`src/rtl/solver_output_arbiter.sv`:
```
// Round-robin arbiter sharing one Avalon-MM write port among tile solvers.
// Optional ARB_STATS_EN adds write and stall counters.
module solver_output_arbiter #(
    parameter int NUM_SOLVERS = 4,
    parameter int ADDR_BITS   = 32,
    parameter int DATA_BITS   = 16,
    parameter int BURST_MAX   = 8
) (
    input  logic                             clock,
    input  logic                             reset,
    input  logic [NUM_SOLVERS-1:0]           req_valid,
    input  logic [NUM_SOLVERS*ADDR_BITS-1:0] req_addr,
    input  logic [NUM_SOLVERS*DATA_BITS-1:0] req_data,
    output logic [NUM_SOLVERS-1:0]           req_ack,
    output logic                             mem_write,
    output logic [ADDR_BITS-1:0]             mem_address,
    output logic [DATA_BITS-1:0]             mem_writedata,
    input  logic                             mem_waitrequest,
    output logic                             busy
`ifdef ARB_STATS_EN
    ,
    output logic [31:0]                      stat_writes,
    output logic [31:0]                      stat_stall_cycles
`endif
);

    localparam int GW = (NUM_SOLVERS > 1) ? $clog2(NUM_SOLVERS) : 1;
    localparam int CW = $clog2(BURST_MAX + 1);

    typedef enum logic {ARB, WRITE} state_t;

    state_t               state, state_next;
    logic [GW-1:0]        rr_ptr, rr_ptr_next;
    logic [GW-1:0]        grant, grant_next;
    logic [CW-1:0]        burst_count, burst_next;
    logic                 active, active_next;
    logic                 write_next;
    logic [ADDR_BITS-1:0] address_next;
    logic [DATA_BITS-1:0] data_next;
    logic                 accept;

    assign accept = mem_write && !mem_waitrequest;

    always_ff @(posedge clock or posedge reset) begin
        if (reset) begin
            state         <= ARB;
            rr_ptr        <= '0;
            grant         <= '0;
            burst_count   <= '0;
            active        <= 1'b0;
            mem_write     <= 1'b0;
            mem_address   <= '0;
            mem_writedata <= '0;
        end else begin
            state         <= state_next;
            rr_ptr        <= rr_ptr_next;
            grant         <= grant_next;
            burst_count   <= burst_next;
            active        <= active_next;
            mem_write     <= write_next;
            mem_address   <= address_next;
            mem_writedata <= data_next;
        end
    end

    always_comb begin
        int            idx;
        logic          found;
        logic [GW-1:0] sel;
        idx          = 0;
        found        = 1'b0;
        sel          = grant;
        state_next   = state;
        rr_ptr_next  = rr_ptr;
        grant_next   = grant;
        burst_next   = burst_count;
        active_next  = active;
        write_next   = mem_write;
        address_next = mem_address;
        data_next    = mem_writedata;
        unique case (state)
            ARB: begin
                // An active burst keeps the grantee until it runs dry or hits the cap.
                if (active && req_valid[grant] && burst_count < CW'(BURST_MAX)) begin
                    found = 1'b1;
                end else begin
                    for (int i = 0; i < NUM_SOLVERS; i++) begin
                        idx = int'(rr_ptr) + i;
                        if (idx >= NUM_SOLVERS) idx = idx - NUM_SOLVERS;
                        if (!found && req_valid[idx]) begin
                            found = 1'b1;
                            sel   = GW'(idx);
                        end
                    end
                    if (found) begin
                        grant_next  = sel;
                        rr_ptr_next = (sel == GW'(NUM_SOLVERS - 1)) ? '0 : sel + 1'b1;
                        burst_next  = '0;
                    end
                end
                active_next = found;
                write_next  = found;
                if (found) begin
                    address_next = req_addr[int'(sel)*ADDR_BITS +: ADDR_BITS];
                    data_next    = req_data[int'(sel)*DATA_BITS +: DATA_BITS];
                    state_next   = WRITE;
                end
            end
            WRITE: begin
                if (!mem_waitrequest) begin
                    write_next = 1'b0;
                    burst_next = burst_count + 1'b1;
                    state_next = ARB;
                end
            end
            default: state_next = ARB;
        endcase
    end

    always_comb begin
        busy    = (state == WRITE);
        req_ack = '0;
        if (accept) req_ack[grant] = 1'b1;
    end

`ifdef ARB_STATS_EN
    always_ff @(posedge clock or posedge reset) begin
        if (reset) begin
            stat_writes       <= '0;
            stat_stall_cycles <= '0;
        end else begin
            if (accept) stat_writes <= stat_writes + 32'd1;
            if (mem_write && mem_waitrequest)
                stat_stall_cycles <= stat_stall_cycles + 32'd1;
        end
    end
`endif

endmodule

```
`config.mk`:
```
export PLATFORM = sky130hd
export DESIGN_NAME = solver_output_arbiter
export DESIGN_NICKNAME = d
export VERILOG_FILES = /design/src/rtl/solver_output_arbiter.sv
export SDC_FILE = /design/constraint.sdc
export NUM_CORES = 1
export LEC_CHECK = 0
export ABC_CLOCK_PERIOD_IN_PS = 3230
export BUFFER_PORTS_ARGS = -buffer_cell sky130_fd_sc_hd__buf_2
export CAP_MARGIN = 20
export CELL_PAD_IN_SITES_DETAIL_PLACEMENT = 1
export CELL_PAD_IN_SITES_GLOBAL_PLACEMENT = 1
export CORE_MARGIN = 2
export CORE_UTILIZATION = 28
export CTS_BUF_LIST = sky130_fd_sc_hd__clkbuf_4 sky130_fd_sc_hd__clkbuf_8
export DETAILED_ROUTE_END_ITERATION = 8
export PLACE_DENSITY_LB_ADDON = 0.1
export RECOVER_POWER = 25
export SKIP_CTS_REPAIR_TIMING = 1
export SLEW_MARGIN = 20
export SYNTH_ARGS = -nofsm -noshare
export SYNTH_HDL_FRONTEND = slang
export SYNTH_SLANG_ARGS = --single-unit
```
`constraint.sdc`:
```
create_clock -name clock -period 3.23 [get_ports clock]
set_clock_uncertainty 0.15 [all_clocks]
set_input_delay 0.4845 -clock clock [delete_from_list [all_inputs] [get_ports clock]]
set_output_delay 0.4845 -clock clock [all_outputs]
set_load 0.01 [all_outputs]
```
Yosys cells after proc, flatten, opt, wreduce, memory -nomap -nowiden:

Index checks and enable logic that the tools add are counted.

* add/sub/neg operators: 9
* order comparisons: 11
* equal/unequal tests: 4
* shift-type cells: 2
* mux-type cells: 61
* bitwise logic cells: 2
* reductions and logical operators: 14

Operators by type and width (number)
* 2-to-1 mux 32 bit: 12
* < comparator 32 x 4 -> 1 bit (second input constant): 4
* variable part select 128 x 8 -> 32 bit: 1
* variable part select 64 x 7 -> 16 bit: 1
* 2-to-1 mux 1 bit: 27
* 2-to-1 mux 2 bit: 9
* 2-to-1 mux 4 bit: 4
* subtractor 3 x 3 -> 4 bit (second input constant): 3
* binary-select mux 1 bit (select 2 bit): 5
* >= comparator 3 bit (second input constant): 3
* case mux 4 bit (2 select lines): 1
* logical AND 1 bit: 7
* adder 2 x 2 -> 3 bit (second input constant): 2
* inequality test 2 bit (second input constant): 3
* AND reduction 3 bit: 2
* adder 4 x 1 -> 4 bit (second input constant): 1
* logical NOT 1 bit: 4
* < comparator 4 bit (second input constant): 1
* case mux 1 bit (2 select lines): 2
* subtractor 2 x 3 -> 4 bit (second input constant): 1
* adder 2 x 1 -> 3 bit (second input constant): 1
* >= comparator 2 x 3 -> 1 bit (second input constant): 1
* < comparator 2 x 3 -> 1 bit (second input constant): 1
* adder 2 x 1 -> 2 bit (second input constant): 1
* other kinds (5): 6

* register bits after elaboration: 59

Depth between registers and ports, before layout:

* word-level depth: 31
* depth in mapped cells: 11

Worst setup path after synthesis:

OpenSTA, ideal clock, no wires.

* path type: input port to flip-flop
* start: in req_valid[3]
* end: reg mem_address[21]
* setup time: 134 ps
* data arrival time: 2225 ps
* data required time: 2946 ps
* path slack: 721 ps
* stages: 11
* path buffers: 4
* path through: buf_2 > nor3b_1 > a21oi_1 > or4_1 > o211a_2 > or2_1 > buf_2 > buf_6 > buf_6 > mux2i_1 > o21ai_0

* word-level cells in the longest chain between the ends: 24
* elaborated cells on any way between the ends: 46
* those cells by class: shift: 1; mux: 36; reduce/logical: 9

RTL lines
* start: declaration: RTL line 11 `input logic [NUM_SOLVERS-1:0] req_valid,`
* binary-select mux 1 bit (select 2 bit): RTL line 90 `if (!found && req_valid[idx]) begin`
* 2-to-1 mux 1 bit (not written as such) (2 in a row): RTL line 90
* 2-to-1 mux 1 bit: RTL line 90
* 2-to-1 mux 1 bit: RTL line 84 `if (active && req_valid[grant] && burst_count < CW'(BURST_MAX)) begin`
* 2-to-1 mux 1 bit: RTL line 81 `unique case (state)`
* logical NOT 1 bit: RTL line 90
* logical AND 1 bit: RTL line 90
* 2-to-1 mux 1 bit: RTL line 90
* (+7 left out)
* logical NOT 1 bit: RTL line 90
* logical AND 1 bit: RTL line 90
* 2-to-1 mux 2 bit or 2-to-1 mux 1 bit (tied branches): RTL line 90
* 2-to-1 mux 2 bit or 2-to-1 mux 1 bit (tied branches): RTL line 84
* 2-to-1 mux 2 bit or 2-to-1 mux 1 bit (tied branches): RTL line 81
* 2-to-1 mux 2 bit or 2-to-1 mux 1 bit (tied branches): RTL line 84
* 2-to-1 mux 2 bit or 2-to-1 mux 1 bit (tied branches): RTL line 81
* variable part select 128 x 8 -> 32 bit or AND reduction 2 bit (tied branches)
* end signal: assignment: RTL line 61 `mem_address <= address_next;`
* end: declaration: RTL line 16 `output logic [ADDR_BITS-1:0] mem_address,`

Several ways; a longest one is shown, not always the timed one. The select of a mux whose other input is x is not followed.
A chain may end at the register's enable or synchronous reset.

Worst setup path after layout:

* start: reg rr_ptr[1]
* end: reg mem_address[19]

* word-level cells in the longest chain between the ends: 28
* elaborated cells on any way between the ends: 65
* those cells by class: add/sub: 7; order compare: 4; shift: 1; mux: 46; reduce/logical: 7

RTL lines
* start: declaration: RTL line 33 `logic [GW-1:0] rr_ptr, rr_ptr_next;`
* start signal: assignment: RTL line 56 `rr_ptr <= rr_ptr_next;`
* subtractor 2 x 3 -> 4 bit or >= comparator 2 x 3 -> 1 bit (tied branches): RTL line 89 `if (idx >= NUM_SOLVERS) idx = idx - NUM_SOLVERS;`
* 2-to-1 mux 32 bit: RTL line 89
* 2-to-1 mux 32 bit: RTL line 84
* 2-to-1 mux 32 bit: RTL line 81
* binary-select mux 1 bit (select 2 bit): RTL line 90
* 2-to-1 mux 1 bit (not written as such) (2 in a row): RTL line 90
* 2-to-1 mux 1 bit: RTL line 90
* 2-to-1 mux 1 bit: RTL line 84
* (+11 left out)
* logical NOT 1 bit: RTL line 90
* logical AND 1 bit: RTL line 90
* 2-to-1 mux 2 bit or 2-to-1 mux 1 bit (tied branches): RTL line 90
* 2-to-1 mux 2 bit or 2-to-1 mux 1 bit (tied branches): RTL line 84
* 2-to-1 mux 2 bit or 2-to-1 mux 1 bit (tied branches): RTL line 81
* 2-to-1 mux 2 bit or 2-to-1 mux 1 bit (tied branches): RTL line 84
* 2-to-1 mux 2 bit or 2-to-1 mux 1 bit (tied branches): RTL line 81
* variable part select 128 x 8 -> 32 bit or AND reduction 2 bit (tied branches)

Several ways; a longest one is shown, not always the timed one. The select of a mux whose other input is x is not followed.

==> flow_metrics.tcl <==
set metrics [dict create \
    numPortBuffers 252 \
    synth.avg_cell_area_um2 8.86 \
    ys_seq_area_frac 0.341 \
    drv_slew 0 \
    drt-pass1-iter-count 4 \
    clock_latency_ps 350 \
    clock_sinks 59 \
    htreeDepth 3 \
    slew_headroom 0.150 \
    finalSetupViolCount 0 \
    worstSetupEndpointType "register" \
    wl_per_cell_um 19.1 \
    path_cells "nor2b_2, nand2_1, a32oi_1, o211a_2, buf_4, nor4b_1, a221o_1, o21ai_0" \
    synth_area_leaders "dfrtp_1, mux2i_1, a221o_1" \
    fin_crit_ps 2710 \
    cts_buffers 9 \
    syn_to_final_growth_pct 38.3 \
    synth_top_area_frac 0.341 \
    seq_power_share 0.262 \
    critical_path_class "reg2reg" \
    synth-edff-count 0 \
    finalWirelength_um 17400 \
    reg2reg_slack_ps 520 \
    p_leak_uw 0.00288 \
    initial_core_util 0.286 \
    grt_max_degree 63 \
    grtUsageTotal 0.210 \
    worst_ep_arrival_time_ps 2820 \
    p_comb_frac 0.602 \
    grt_overflow_total 0 \
    fill_cells 1871 \
    grt_pass1_vias 5292 \
    power_density_nw_per_um2 845 \
    via_per_inst 5.44 \
    hp-class "in2reg" \
    intPower_uw 2770 \
    cp-start-kind "register" \
    rows 45 \
    cts_tree "done" \
    fin_tns_setup_ps 0 \
    multi_input_area_um2 2600 \
    drive_above_1_share 0.404 \
    grt_setup_unrepaired "false" \
    tightest_slew_ps 1270 \
    regArea_um2 1480 \
    cts_buffer_depth 2 \
    die_h_um 128 \
    power.switching_uw 2290 \
    swShare 0.453 \
    die_w_um 128 \
    nNetsFinal 916 \
    min_from "req_addr[11]" \
    p_clk_frac 0.136 \
    r2r-start "rr_ptr[1]$_DFFE_PP0P_" \
    startpoint "rr_ptr[1]$_DFFE_PP0P_" \
    grt_pass1_wl_um 27100 \
    critical_path_peak_fanout 48 \
    critPathMaxStageDelay_ps 520 \
    crit_slowest_cell "dfrtp_1" \
    fmax_ghz 0.368 \
    syn_inst 489 \
    maxCapViolCount 0 \
    hpwlAfterDp_um 12800 \
    required_ps 3340 \
    irDropWorstVdd_mv 0.340 \
    vias 4964 \
    root_buffer "clkbuf_8" \
    core_area_um2 15100 \
    syn-num-nets 689 \
    yosys_warnings 0 \
    finalPower_uw 5060 \
    ys_types 46 \
    ant_nets 0 \
    num_io_pins 253 \
    hold_viol_final 0 \
    syn-cell-area_um2 4330 \
    synthFlopType "dfrtp_1" \
    holdWs_ps 249 \
    globalplace.congestion 0.858 \
    die_area_um2 16500 \
    final_core_util 0.396 \
    antenna_found_initial 3 \
    synth_top_cell_by_area "dfrtp_1" \
    synth-async-reset-ratio 1.00 \
    outcome "finished, final reports clean" \
    clkTransAtPathRegs_ps 60 \
    route.detailed.drc 0 \
    drt_iter0_drc 242 \
    synth_commonest_cells "a21oi_1, dfrtp_1, nand2_1" \
    ys_ff_latch 59 \
    fin_crit_sh 0.841 \
]
per-layer routing:
layer,vias up,wire length [µm],global-route usage
met2,167,8830,0.372
met4,0,406,0.0802
met5,-,0,0
met3,26,951,0.0478
met1,2424,7240,0.246
li1,2347,-,-
critical path, delay by kind of cell, from the launching register on:
family / cells / cell delay [ps]
AO/OA/AOI/OAI: 4 / 960
buffers and inverters: 1 / 500
flip-flops: 1 / 520
AND/OR/NAND/NOR: 3 / 470
cell usage in the layout, fill, tap and decap left out, drive strengths merged, types with 2 or more instances in the layout:
cell type  Yosys  final
a21oi         59     59
a221o         47     47
a32oi          2      2
buf           24    266
clkbuf        26     15
dfrtp         59     59
diode          0      3
inv            8      8
mux2i         50     50
nand2         59     59
nand2b         4      4
nand3b         2      2
nand4          2      2
nor2          11     11
nor2b          4      4
nor4           3      3
nor4b         51     51
o21ai         52     52
o22ai          3      3
or2            2      2
or3            2      2
xor2           2      2
cell type report:
cell class                      instances  area share
Timing Repair Buffer                  266       0.241
Clock buffer                           15      0.0324
Inverter                                8     0.00501
Clock inverter                          1    0.000835
Tap cell                              188      0.0393
Multi-Input combinational cell        372       0.434
Sequential cell                        59       0.246
Antenna cell                            3     0.00125
kinds of logic after synthesis:
kind of cell | synth area share
flip-flops | 0.341
AO/OA/AOI/OAI | 0.270
XOR/XNOR | 0.00404
buffers and inverters | 0.0667
AND/OR/NAND/NOR | 0.200
multiplexers | 0.116
adder cells (fa/ha/maj) | 0.00289
worst paths after layout:
path / end / cells past startpoint
max: mem_address[19]$_DFFE_PP0P_ / 8
min: mem_address[11]$_DFFE_PP0P_ / 3
max reg2reg: mem_address[19]$_DFFE_PP0P_ / 8
min reg2reg: burst_count[0]$_DFFE_PP0P_ / 1
max in group asynchronous: mem_address[11]$_DFFE_PP0P_ / 3
min in group asynchronous: mem_address[29]$_DFFE_PP0P_ / 2
power by group through the flow:
stage / clock network [µW] / registers (µW) / logic, µW
2_1_floorplan: 0 / 1350 / 2030
3_3_place_gp: 0 / 1330 / 3000
3_5_place_dp: 0 / 1340 / 3090
4_1_cts: 713 / 1330 / 3090
5_1_grt: 741 / 1370 / 3360
6_report: 691 / 1320 / 3050
registers in the layout, indices dropped and copies added, names as in the netlist:
| name | cells |
|---|---|
| burst_count | 4 |
| mem_write | 1 |
| rr_ptr | 2 |
| mem_writedata | 16 |
| mem_address | 32 |
| busy | 1 |
| active | 1 |
| grant | 2 |
metrics by stage:
stage / instances / setup slack [ps] / area, µm²
detailed placement: 893 / 411 / 5790
global route: 911 / 311 / 5990
global placement: 893 / 498 / 5790
finish: 912 / 515 / 5990
CTS: 909 / 496 / 5980
floorplan: 489 / 721 / 4330
(Power assumes the default switching activity.)
